## src/rtl/pc_redirect_unit_pkg.sv

```systemverilog
// rtl/pc_redirect_unit_pkg.sv - shared types for the fetch next-PC redirect unit
package pc_redirect_types;

    localparam int unsigned PEND_PC_W   = 32;
    localparam int unsigned PEND_HIST_W = 10;
    localparam int unsigned STAT_W      = 32;

    typedef enum logic [1:0] {
        IDLE,
        RUN,
        HOLD
    } state_e;

    typedef enum logic [2:0] {
        SRC_NONE,
        SRC_INT,
        SRC_BR,
        SRC_PEND,
        SRC_PRED,
        SRC_SEQ
    } redirect_src_e;

    // Redirect captured while fetch was stalled; has_hist marks a mispredict entry.
    typedef struct packed {
        logic                   valid;
        logic                   is_int;
        logic [PEND_PC_W-1:0]   target;
        logic [PEND_HIST_W-1:0] hist;
        logic                   has_hist;
    } pend_entry_t;

    function automatic logic [STAT_W-1:0] sat_inc(input logic [STAT_W-1:0] v, input logic en);
        return (en && (v != '1)) ? v + STAT_W'(1) : v;
    endfunction

endpackage

```

## src/rtl/pc_redirect_arbiter.sv

```systemverilog
// rtl/pc_redirect_arbiter.sv - lowest-index mispredict picker and next-PC priority mux
module pc_redirect_arbiter
    import pc_redirect_types::*;
#(
    parameter int PC_WIDTH    = 32,
    parameter int BR_CHANNELS = 2,
    parameter int HIST_WIDTH  = 10
) (
    input  logic                            int_we,
    input  logic [PC_WIDTH-1:0]             int_addr,
    input  logic [BR_CHANNELS-1:0]          br_valid,
    input  logic [BR_CHANNELS-1:0]          br_mispred,
    input  logic [BR_CHANNELS*PC_WIDTH-1:0] br_target,
    input  logic [BR_CHANNELS*HIST_WIDTH-1:0] br_hist,
    input  pend_entry_t                     pend,
    input  logic                            pred_valid,
    input  logic [PC_WIDTH-1:0]             pred_target,
    input  logic [PC_WIDTH-1:0]             seq_target,
    output redirect_src_e                   src,
    output logic [PC_WIDTH-1:0]             target,
    output logic [HIST_WIDTH-1:0]           hist
);

    logic                  br_hit;
    logic [PC_WIDTH-1:0]   br_sel_target;
    logic [HIST_WIDTH-1:0] br_sel_hist;

    // Scan from the top so the lowest (oldest) channel is the last writer.
    always_comb begin
        br_hit        = 1'b0;
        br_sel_target = '0;
        br_sel_hist   = '0;
        for (int i = BR_CHANNELS - 1; i >= 0; i--) begin
            if (br_valid[i] && br_mispred[i]) begin
                br_hit        = 1'b1;
                br_sel_target = br_target[i*PC_WIDTH +: PC_WIDTH];
                br_sel_hist   = br_hist[i*HIST_WIDTH +: HIST_WIDTH];
            end
        end
    end

    always_comb begin
        src    = SRC_SEQ;
        target = seq_target;
        hist   = '0;
        if (int_we) begin
            src    = SRC_INT;
            target = int_addr;
        end else if (br_hit) begin
            src    = SRC_BR;
            target = br_sel_target;
            hist   = br_sel_hist;
        end else if (pend.valid) begin
            src    = SRC_PEND;
            target = PC_WIDTH'(pend.target);
            hist   = pend.has_hist ? HIST_WIDTH'(pend.hist) : '0;
        end else if (pred_valid) begin
            src    = SRC_PRED;
            target = pred_target;
        end
    end

endmodule

```

## src/rtl/pc_redirect_unit.sv

```systemverilog
// rtl/pc_redirect_unit.sv - fetch PC register and next-PC arbitration; PC_REDIRECT_STATS_EN adds stat_cnt counters
module pc_redirect_unit
    import pc_redirect_types::*;
#(
    parameter int                  PC_WIDTH     = 32,
    parameter int                  FETCH_WIDTH  = 2,
    parameter int                  INSN_BYTES   = 4,
    parameter int                  BR_CHANNELS  = 2,
    parameter int                  HIST_WIDTH   = 10,
    parameter logic [PC_WIDTH-1:0] RESET_VECTOR = 32'h0000_1000
) (
    input  logic                              clk,
    input  logic                              rst,
    input  logic                              rst_start,
    input  logic                              stall,
    input  logic                              int_we,
    input  logic [PC_WIDTH-1:0]               int_addr,
    input  logic [BR_CHANNELS-1:0]            br_valid,
    input  logic [BR_CHANNELS-1:0]            br_mispred,
    input  logic [BR_CHANNELS*PC_WIDTH-1:0]   br_target,
    input  logic [BR_CHANNELS*HIST_WIDTH-1:0] br_hist,
    input  logic                              pred_valid,
    input  logic [PC_WIDTH-1:0]               pred_target,
    output logic [PC_WIDTH-1:0]               pc_out,
    output logic                              pc_valid,
    output logic [PC_WIDTH-1:0]               ic_next_addr,
    output logic                              recover_hist,
    output logic [HIST_WIDTH-1:0]             recovered_hist,
    output logic                              flush
`ifdef PC_REDIRECT_STATS_EN
    ,
    output logic [4*STAT_W-1:0]               stat_cnt
`endif
);

    localparam logic [PC_WIDTH-1:0] BLOCK_BYTES = PC_WIDTH'(FETCH_WIDTH * INSN_BYTES);

    state_e                state_q, state_d;
    logic [PC_WIDTH-1:0]   pc_q, pc_d;
    logic                  pc_valid_q, pc_valid_d;
    pend_entry_t           pend_q, pend_d;
    logic                  recover_q, recover_d;
    logic [HIST_WIDTH-1:0] rec_hist_q, rec_hist_d;

    logic [PC_WIDTH-1:0]    seq_target;
    logic [BR_CHANNELS-1:0] arb_br_valid;
    logic                   arb_pred_valid;
    redirect_src_e          arb_src;
    logic [PC_WIDTH-1:0]    arb_target;
    logic [HIST_WIDTH-1:0]  arb_hist;

    assign seq_target = (pc_q & ~(BLOCK_BYTES - PC_WIDTH'(1))) + BLOCK_BYTES;

    // A buffered interrupt is never displaced by a later mispredict.
    assign arb_br_valid   = br_valid & ~{BR_CHANNELS{pend_q.valid & pend_q.is_int}};
    assign arb_pred_valid = pred_valid & ~stall;

    pc_redirect_arbiter #(
        .PC_WIDTH    (PC_WIDTH),
        .BR_CHANNELS (BR_CHANNELS),
        .HIST_WIDTH  (HIST_WIDTH)
    ) u_arbiter (
        .int_we      (int_we),
        .int_addr    (int_addr),
        .br_valid    (arb_br_valid),
        .br_mispred  (br_mispred),
        .br_target   (br_target),
        .br_hist     (br_hist),
        .pend        (pend_q),
        .pred_valid  (arb_pred_valid),
        .pred_target (pred_target),
        .seq_target  (seq_target),
        .src         (arb_src),
        .target      (arb_target),
        .hist        (arb_hist)
    );

    always_comb begin
        state_d      = state_q;
        pc_d         = pc_q;
        pc_valid_d   = pc_valid_q;
        pend_d       = pend_q;
        recover_d    = 1'b0;
        rec_hist_d   = rec_hist_q;
        ic_next_addr = pc_q;
        flush        = 1'b0;
        case (state_q)
            IDLE: begin
                if (rst_start) begin
                    state_d      = RUN;
                    pc_d         = RESET_VECTOR;
                    pc_valid_d   = 1'b1;
                    pend_d       = '0;
                    ic_next_addr = RESET_VECTOR;
                end
            end
            default: begin
                if (rst_start) begin
                    state_d      = RUN;
                    pc_d         = RESET_VECTOR;
                    pend_d       = '0;
                    ic_next_addr = RESET_VECTOR;
                    flush        = 1'b1;
                end else begin
                    flush = (arb_src == SRC_INT) || (arb_src == SRC_BR) || (arb_src == SRC_PEND);
                    if (arb_src == SRC_BR) begin
                        recover_d  = 1'b1;
                        rec_hist_d = arb_hist;
                    end
                    if (!stall) begin
                        state_d      = RUN;
                        pc_d         = arb_target;
                        pend_d       = '0;
                        ic_next_addr = arb_target;
                    end else if ((arb_src == SRC_INT) || (arb_src == SRC_BR)) begin
                        state_d         = HOLD;
                        pend_d.valid    = 1'b1;
                        pend_d.is_int   = (arb_src == SRC_INT);
                        pend_d.target   = PEND_PC_W'(arb_target);
                        pend_d.hist     = PEND_HIST_W'(arb_hist);
                        pend_d.has_hist = (arb_src == SRC_BR);
                    end
                end
            end
        endcase
    end

    always_ff @(posedge clk or negedge rst) begin
        if (!rst) begin
            state_q    <= IDLE;
            pc_q       <= RESET_VECTOR;
            pc_valid_q <= 1'b0;
            pend_q     <= '0;
            recover_q  <= 1'b0;
            rec_hist_q <= '0;
        end else begin
            state_q    <= state_d;
            pc_q       <= pc_d;
            pc_valid_q <= pc_valid_d;
            pend_q     <= pend_d;
            recover_q  <= recover_d;
            rec_hist_q <= rec_hist_d;
        end
    end

    assign pc_out         = pc_q;
    assign pc_valid       = pc_valid_q;
    assign recover_hist   = recover_q;
    assign recovered_hist = rec_hist_q;

`ifdef PC_REDIRECT_STATS_EN
    logic              stat_active;
    logic [STAT_W-1:0] cnt_int_q, cnt_int_d;
    logic [STAT_W-1:0] cnt_br_q, cnt_br_d;
    logic [STAT_W-1:0] cnt_pred_q, cnt_pred_d;
    logic [STAT_W-1:0] cnt_buf_q, cnt_buf_d;

    assign stat_active = (state_q != IDLE) && !rst_start;

    always_comb begin
        cnt_int_d  = sat_inc(cnt_int_q, stat_active && (arb_src == SRC_INT));
        cnt_br_d   = sat_inc(cnt_br_q, stat_active && (arb_src == SRC_BR));
        cnt_pred_d = sat_inc(cnt_pred_q, stat_active && (arb_src == SRC_PRED));
        cnt_buf_d  = sat_inc(cnt_buf_q, stat_active && stall &&
                             ((arb_src == SRC_INT) || (arb_src == SRC_BR)));
    end

    always_ff @(posedge clk or negedge rst) begin
        if (!rst) begin
            cnt_int_q  <= '0;
            cnt_br_q   <= '0;
            cnt_pred_q <= '0;
            cnt_buf_q  <= '0;
        end else begin
            cnt_int_q  <= cnt_int_d;
            cnt_br_q   <= cnt_br_d;
            cnt_pred_q <= cnt_pred_d;
            cnt_buf_q  <= cnt_buf_d;
        end
    end

    assign stat_cnt = {cnt_buf_q, cnt_pred_q, cnt_br_q, cnt_int_q};
`endif

endmodule
```

## config.mk

```make
export PLATFORM = sky130hd
export DESIGN_NAME = pc_redirect_unit
export DESIGN_NICKNAME = d
export VERILOG_FILES = /design/src/rtl/pc_redirect_unit_pkg.sv /design/src/rtl/pc_redirect_arbiter.sv /design/src/rtl/pc_redirect_unit.sv
export SDC_FILE = /design/constraint.sdc
export NUM_CORES = 1
export LEC_CHECK = 0
export BUFFER_PORTS_ARGS = -buffer_cell sky130_fd_sc_hd__buf_2
export CAP_MARGIN = 10
export CORE_AREA = 2 2 150 79
export CTS_CLUSTER_DIAMETER = 120
export CTS_CLUSTER_SIZE = 10
export DETAILED_ROUTE_END_ITERATION = 7
export DIE_AREA = 0 0 152 81
export PLACE_DENSITY = 0.85
export SLEW_MARGIN = 20
export SYNTH_ARGS = -nofsm -noshare
export SYNTH_HDL_FRONTEND = slang
export SYNTH_SLANG_ARGS = --single-unit
export TNS_END_PERCENT = 100
```

## constraint.sdc

```tcl
create_clock -name clk -period 4.4 [get_ports clk]
set_clock_uncertainty 0.05 [all_clocks]
set_input_delay 0.22 -clock clk [delete_from_list [all_inputs] [get_ports clk]]
set_output_delay 0.22 -clock clk [all_outputs]
set_load 0.03 [all_outputs]
```

After elaboration in Yosys (flattened, before gate mapping)

Cells that the tools add are included.

Register bits after elaboration: 91
Output and inout port bits: 77

Add/sub/neg operators: 1
Equality and inequality tests: 5
Mux-type cells: 37
Bitwise operators: 7
Reduce and logical (&&, ||, !) cells: 8

Operator list:

| operator                                            | number |
|---|---|
| two-way mux 32 bit                                  | 10 |
| two-way mux 45 bit                                  | 5 |
| two-way mux 10 bit                                  | 6 |
| adder 32 x 4 -> 32 bit, second input constant       | 1 |
| two-way mux 2 bit                                   | 5 |
| two-way mux 3 bit                                   | 3 |
| two-way mux 1 bit                                   | 8 |
| equality test 3 x 2 -> 1 bit, second input constant | 2 |
| AND reduction 2 bit                                 | 2 |
| equality test 3 x 1 -> 1 bit, second input constant | 1 |
| != test 3 x 2 -> 1 bit, second input constant       | 1 |
| inverter 1 bit                                      | 3 |
| AND reduction 3 bit                                 | 1 |
| bitwise AND 1 bit                                   | 2 |
| bitwise AND 2 bit                                   | 1 |
| logical AND 1 bit                                   | 2 |
| zero test 2 bit                                     | 1 |
| logical OR 1 bit                                    | 2 |
| != test 2 bit, second input constant                | 1 |
| inverter 2 bit                                      | 1 |

Logic depth before layout (Yosys ltp)

Depth after elaboration: 14
Gate-level depth with buffers: 9

By module

A second synthesis with hierarchy kept.

Cell total of the unflattened synthesis: 755
Area total of the unflattened synthesis: 7,001.7 um^2

By module, submodules not included:

| module              | instances | cells an instance | area each (um^2) |
|---|---|---|---|
| pc_redirect_unit    | 1         | 442               | 4,729.5 |
| pc_redirect_arbiter | 1         | 313               | 2,272.2 |

Worst setup path after synthesis

Ideal clock, no wire load.

Kind: register -> output
Start point: reg pc_q[3], in the netlist pc_out[3]
End point: out ic_next_addr[29]
Arrival: 2.339 ns
Required time: 4.130 ns
Slack: 1.791 ns
Stages on the path, launching flop included: 8
Buffers on the path: 0
Cell sequence: dfrtp_1 > ha_1 > nand4_1 > nor4_1 > a31oi_1 > o21ai_0 > a32oi_1 > o21ai_0

Word-level cells in the longest chain between the ends: 8

Ends and longest elaborated chain:

| what                     | line                      | RTL |
|---|---|---|
| start: declaration       | pc_redirect_unit.sv:39    | `logic [PC_WIDTH-1:0] pc_q, pc_d;` |
| start signal: assignment | pc_redirect_unit.sv:138   | `pc_q <= pc_d;` |
| adder 32 x 4 -> 32 bit   | pc_redirect_unit.sv:52    | `assign seq_target = (pc_q & ~(BLOCK_BYTES - PC_WIDTH'(1))) + BLOCK_BYTES;` |
| two-way mux 32 bit       | pc_redirect_arbiter.sv:57 | `end else if (pred_valid) begin` |
| two-way mux 32 bit       | pc_redirect_arbiter.sv:53 | `end else if (pend.valid) begin` |
| two-way mux 32 bit       | pc_redirect_arbiter.sv:49 | `end else if (br_hit) begin` |
| two-way mux 32 bit       | pc_redirect_arbiter.sv:46 | `if (int_we) begin` |
| two-way mux 32 bit       | pc_redirect_unit.sv:110   | `if (!stall) begin` |
| two-way mux 32 bit       | -                         |  |
| two-way mux 32 bit       | pc_redirect_unit.sv:87    | `case (state_q)` |
| end: declaration         | pc_redirect_unit.sv:26    | `output logic [PC_WIDTH-1:0] ic_next_addr,` |

No other way between the ends.

Final worst setup path

Start point: reg state_q[1]
End point: out ic_next_addr[20]

Word-level cells in the longest chain between the ends: 2

Ends and longest elaborated chain:

| what                     | line                    | RTL |
|---|---|---|
| start: declaration       | pc_redirect_unit.sv:38  | `state_e state_q, state_d;` |
| start signal: assignment | pc_redirect_unit.sv:137 | `state_q <= state_d;` |
| zero test 2 bit          | pc_redirect_unit.sv:87  |  |
| two-way mux 32 bit       | pc_redirect_unit.sv:87  |  |

No other way between the ends.

==> impl_metrics.csv <==
group,metric,value,unit
sta,setup_tns,0,ns
synthesis,synthXorXnorAreaFrac,0.0310,
detailed_routing,dr_total_vias,6439,
worst_setup_path,required,4.13,ns
synthesis,avgSynthCellArea,8.41,µm²
synthesis,synth_flop_cell,"dfrtp_1",
worst_setup_path,reg2reg_depth,7,
clocking,cts-htree-levels,3,
detailed_routing,vias_per_cell,6.22,
pwr,p_leak,3.50,nW
detailed_routing,first_iter_violations,831,
clocking,cts-resized-gates,0,
run,cap_violations,0,
floorplan,die_w,152,µm
floorplan,dieHeight,81,µm
synthesis,async_flop_share,1.00,
clocking,cts_tree,"done",
detailed_routing,firstDrtPassIters,5,
sta,worst_pin_slew,1.14,ns
worst_setup_path,critPathTopFamily,"simple AND/OR/NAND/NOR gates",
sta,hold_violations,0,
global_route,grt_start_max_net_pins,58,
sta,drv_slew,0,
placed_design,dp.cells,1019,
floorplan,initial_core_util,0.503,
final_layout,n_fill_cell,976,
synthesis,synth_nets,832,
worst_setup_path,cp_cell_sequence,"nand2_1, nand4_1, buf_4, o221ai_1, and2_1, o31ai_1, o2bb2ai_1, buf_2",
global_route,gr-usage-all-layers,0.337,
sta,setup_viol,0,
synthesis,netlist_area,0.00566,mm²
worst_setup_path,setup.worst_path.class,"flip-flop to output port",
placed_design,pre_cts_ws,1.27,ns
synthesis,yosysWarnings,0,
worst_setup_path,crit_arrival,3.32,ns
floorplan,die_area,0.0123,mm²
clocking,cts_buffer_depth,2,
floorplan,io_pins,235,
detailed_routing,routed_wl,21.1,mm
sta,rsz0062_at_grt,"false",
synthesis,synth-compound-area-share,0.299,
detailed_routing,drt-wirelength-per-cell,20.4,µm
placed_design,port_buffers,234,
synthesis,synth_cell_types,67,
worst_setup_path,crit_fanout,34,
sta,max_slew_margin,0.240,
synthesis,synth_top_family_by_area,"compound AO/OA/AOI/OAI gates",
final_layout,area_growth,27.6,%
worst_setup_path,crit_path_start_kind,"flip-flop",
synthesis,ys_seq_area_frac,0.398,
synthesis,synth_mux_area_frac,0.0164,
worst_setup_path,crit_cells,8,
synthesis,synth-simple-area-share,0.204,
clocking,post-cts-setup-buffers,0,
placed_design,dp_hpwl,15.2,mm
global_route,grt-ovfl-total,0,
worst_setup_path,crit_end,"ic_next_addr[20]",
worst_hold_path,hold_path_class,"input port to flip-flop",
final_layout,final_cells,1036,
worst_setup_path,reg2reg_to,"pc_out[20]$_DFF_PN0_",
detailed_routing,ant_nets,0,
synthesis,synth_edf_count,0,
floorplan,core_area,0.0112,mm²
sta,min_period_over_period,0.816,
synthesis,synthAdderAreaFrac,0.00221,
final_layout,nets,1040,
clocking,clock_sinks,90,
global_route,grt_pass1_vias,6144,
synthesis,synth-seq-cells,90,
global_route,grt_antenna_before_repair,0,
synthesis,synth_cells,673,
worst_setup_path,cp-end-kind,"output port",
sta,holdWs,0.0945,ns
final_layout,layout-drive-gt1-share,0.330,
detailed_routing,drcViolationCount,0,
sta,fmax,0.279,GHz
clocking,root_buffer,"clkbuf_16",
worst_setup_path,cp_slowest_stage_delay,0.78,ns
placed_design,place_congestion,0.950,
worst_setup_path,crit_slowest_cell,"dfrtp_2",
clocking,cts_buffers,9,
final_layout,n_antenna_cell,0,
floorplan,rows,28,
worst_setup_path,startpoint,"state_q[1]$_DFFE_PN0P_",
worst_setup_path,rrSetupSlack,1.52,ns
global_route,grt_pass1_wl,32.5,mm
clocking,clkTransAtPathRegs,0.07,ns
sta,min_period,3.59,ns
sta,fin_ws,0.810,ns
clocking,cts_hold_buf,1,
worst_setup_path,crit_buf_inv,2,
clocking,worst_skew_pair.late_latency,0.35,ns
pwr,power_density,329,mW/mm²
worst_setup_path,reg2reg_from,"state_q[1]$_DFFE_PN0P_",
pwr,irDropWorstVdd,0.185,mV
status,status,"complete, no violations",
[layout make-up]
cell class / instances / area (µm²) / share of cell area
multi-input cells: 518 / 3150 / 0.436
flip-flops and latches: 90 / 2250 / 0.312
repair buffers: 248 / 1280 / 0.178
clock buffers: 10 / 239 / 0.0331
well taps: 150 / 188 / 0.0260
clock inverters: 6 / 55.1 / 0.00763
inverters: 14 / 52.6 / 0.00728
[power breakdown]
group	switching (mW)	internal [mW]
Sequential	0.0741	0.888
Clock	0.361	0.411
Combinational	0.425	0.215
[synthesized netlist by cell type (7+ instances only)]
cell type | number | area, µm²
inv_1 | 14 | 52.6
mux2i_1 | 7 | 70.1
xnor2_1 | 13 | 114
a21oi_1 | 47 | 235
o22ai_1 | 7 | 43.8
nand4_1 | 10 | 62.6
buf_2 | 21 | 105
xor2_1 | 7 | 61.3
nand2_1 | 125 | 469
o31ai_1 | 13 | 97.6
a22o_1 | 29 | 254
a21o_1 | 7 | 52.6
o211ai_1 | 12 | 90.1
nand3_1 | 20 | 100
nor2_1 | 34 | 128
a211oi_1 | 11 | 82.6
a31oi_1 | 9 | 56.3
nor3_1 | 7 | 35.0
o21ai_0 | 52 | 260
dfrtp_1 | 89 | 2230
a32oi_1 | 10 | 87.6
o221ai_1 | 16 | 140
clkbuf_1 | 27 | 101
[per-layer routing]
metal | share of wire | routed length [µm] | global-route usage
met2 | 0.44 | 9280 | 0.523
met5 | 0 | 0 | 0
met3 | 0.12 | 2540 | 0.103
met4 | 0.012 | 249 | 0.0860
met1 | 0.43 | 9020 | 0.465
[cells in the final DEF (no fill, tap or decap), types with 3 or more instances in the layout]
master / count
clkbuf_16: 9
o21ai_1: 6
buf_2: 233
o21ai_0: 52
a31oi_1: 9
and2_1: 6
dfrtp_1: 88
nand3_1: 19
a21oi_1: 47
nor2_2: 4
inv_1: 14
nor3b_1: 3
mux2i_1: 7
a211oi_1: 11
a32o_1: 5
o211ai_1: 12
xnor2_1: 13
buf_4: 14
nand2_1: 125
o32ai_1: 5
nand2b_1: 5
and3_1: 3
nor4_1: 4
xor2_1: 7
inv_6: 3
o22ai_1: 7
nor3_1: 7
a21o_1: 7
nor2_1: 32
o221ai_1: 16
o31ai_1: 13
a22o_1: 29
nand4_1: 10
a32oi_1: 10
[metrics by stage]
| step | total power, mW | instance area (µm²) | util |
|---|---|---|---|
| floorplan | 1.35 | 5660 | - |
| global placement | 1.59 | 6910 | 0.615 |
| detailed placement | 1.60 | 6910 | 0.615 |
| CTS | 2.37 | 7220 | 0.642 |
| global route | 2.47 | 7220 | 0.642 |
| finish | 2.37 | 7220 | 0.642 |
[logic make-up after synthesis]
kind of cell,count (synthesis)
adder cells (fa/ha/maj),1
XOR/XNOR,20
flip-flops,90
multiplexers,9
AND/OR/NAND/NOR,241
AO/OA/AOI/OAI,247
buffers and inverters,65
[sequential cells by signal, summed over array words and instances, names as in the netlist]
name and flops:
pend_q 44, pc_out 32, recovered_hist 10, state_q 2
pc_valid 1, recover_hist 1
[how the worst min path moves through the flow]
| stage | slack, ns | cells after the start | start | end |
|---|---|---|---|---|
| after floorplan | -0.13 | 0 | rst | pc_out[0]$_DFF_PN0_ |
| after global placement | 0.28 | 1 | rst | pc_out[19]$_DFF_PN0_ |
| after detailed placement | 0.28 | 1 | rst | pend_q[24]$_DFFE_PN0P_ |
| after CTS | 0.09 | 3 | int_addr[4] | pend_q[15]$_DFFE_PN0P_ |
| after global routing | 0.13 | 3 | int_addr[4] | pend_q[15]$_DFFE_PN0P_ |
| final | 0.09 | 3 | int_addr[4] | pend_q[15]$_DFFE_PN0P_ |
[worst register-to-register path: cells and delay by family, from the launching register on]
family / cells / cell delay, ns
AO/OA/AOI/OAI: 3 / 0.60
AND/OR/NAND/NOR: 3 / 1.01
flip-flops: 1 / 0.78
buffers and inverters: 1 / 0.34
(Power assumes the default switching activity.)
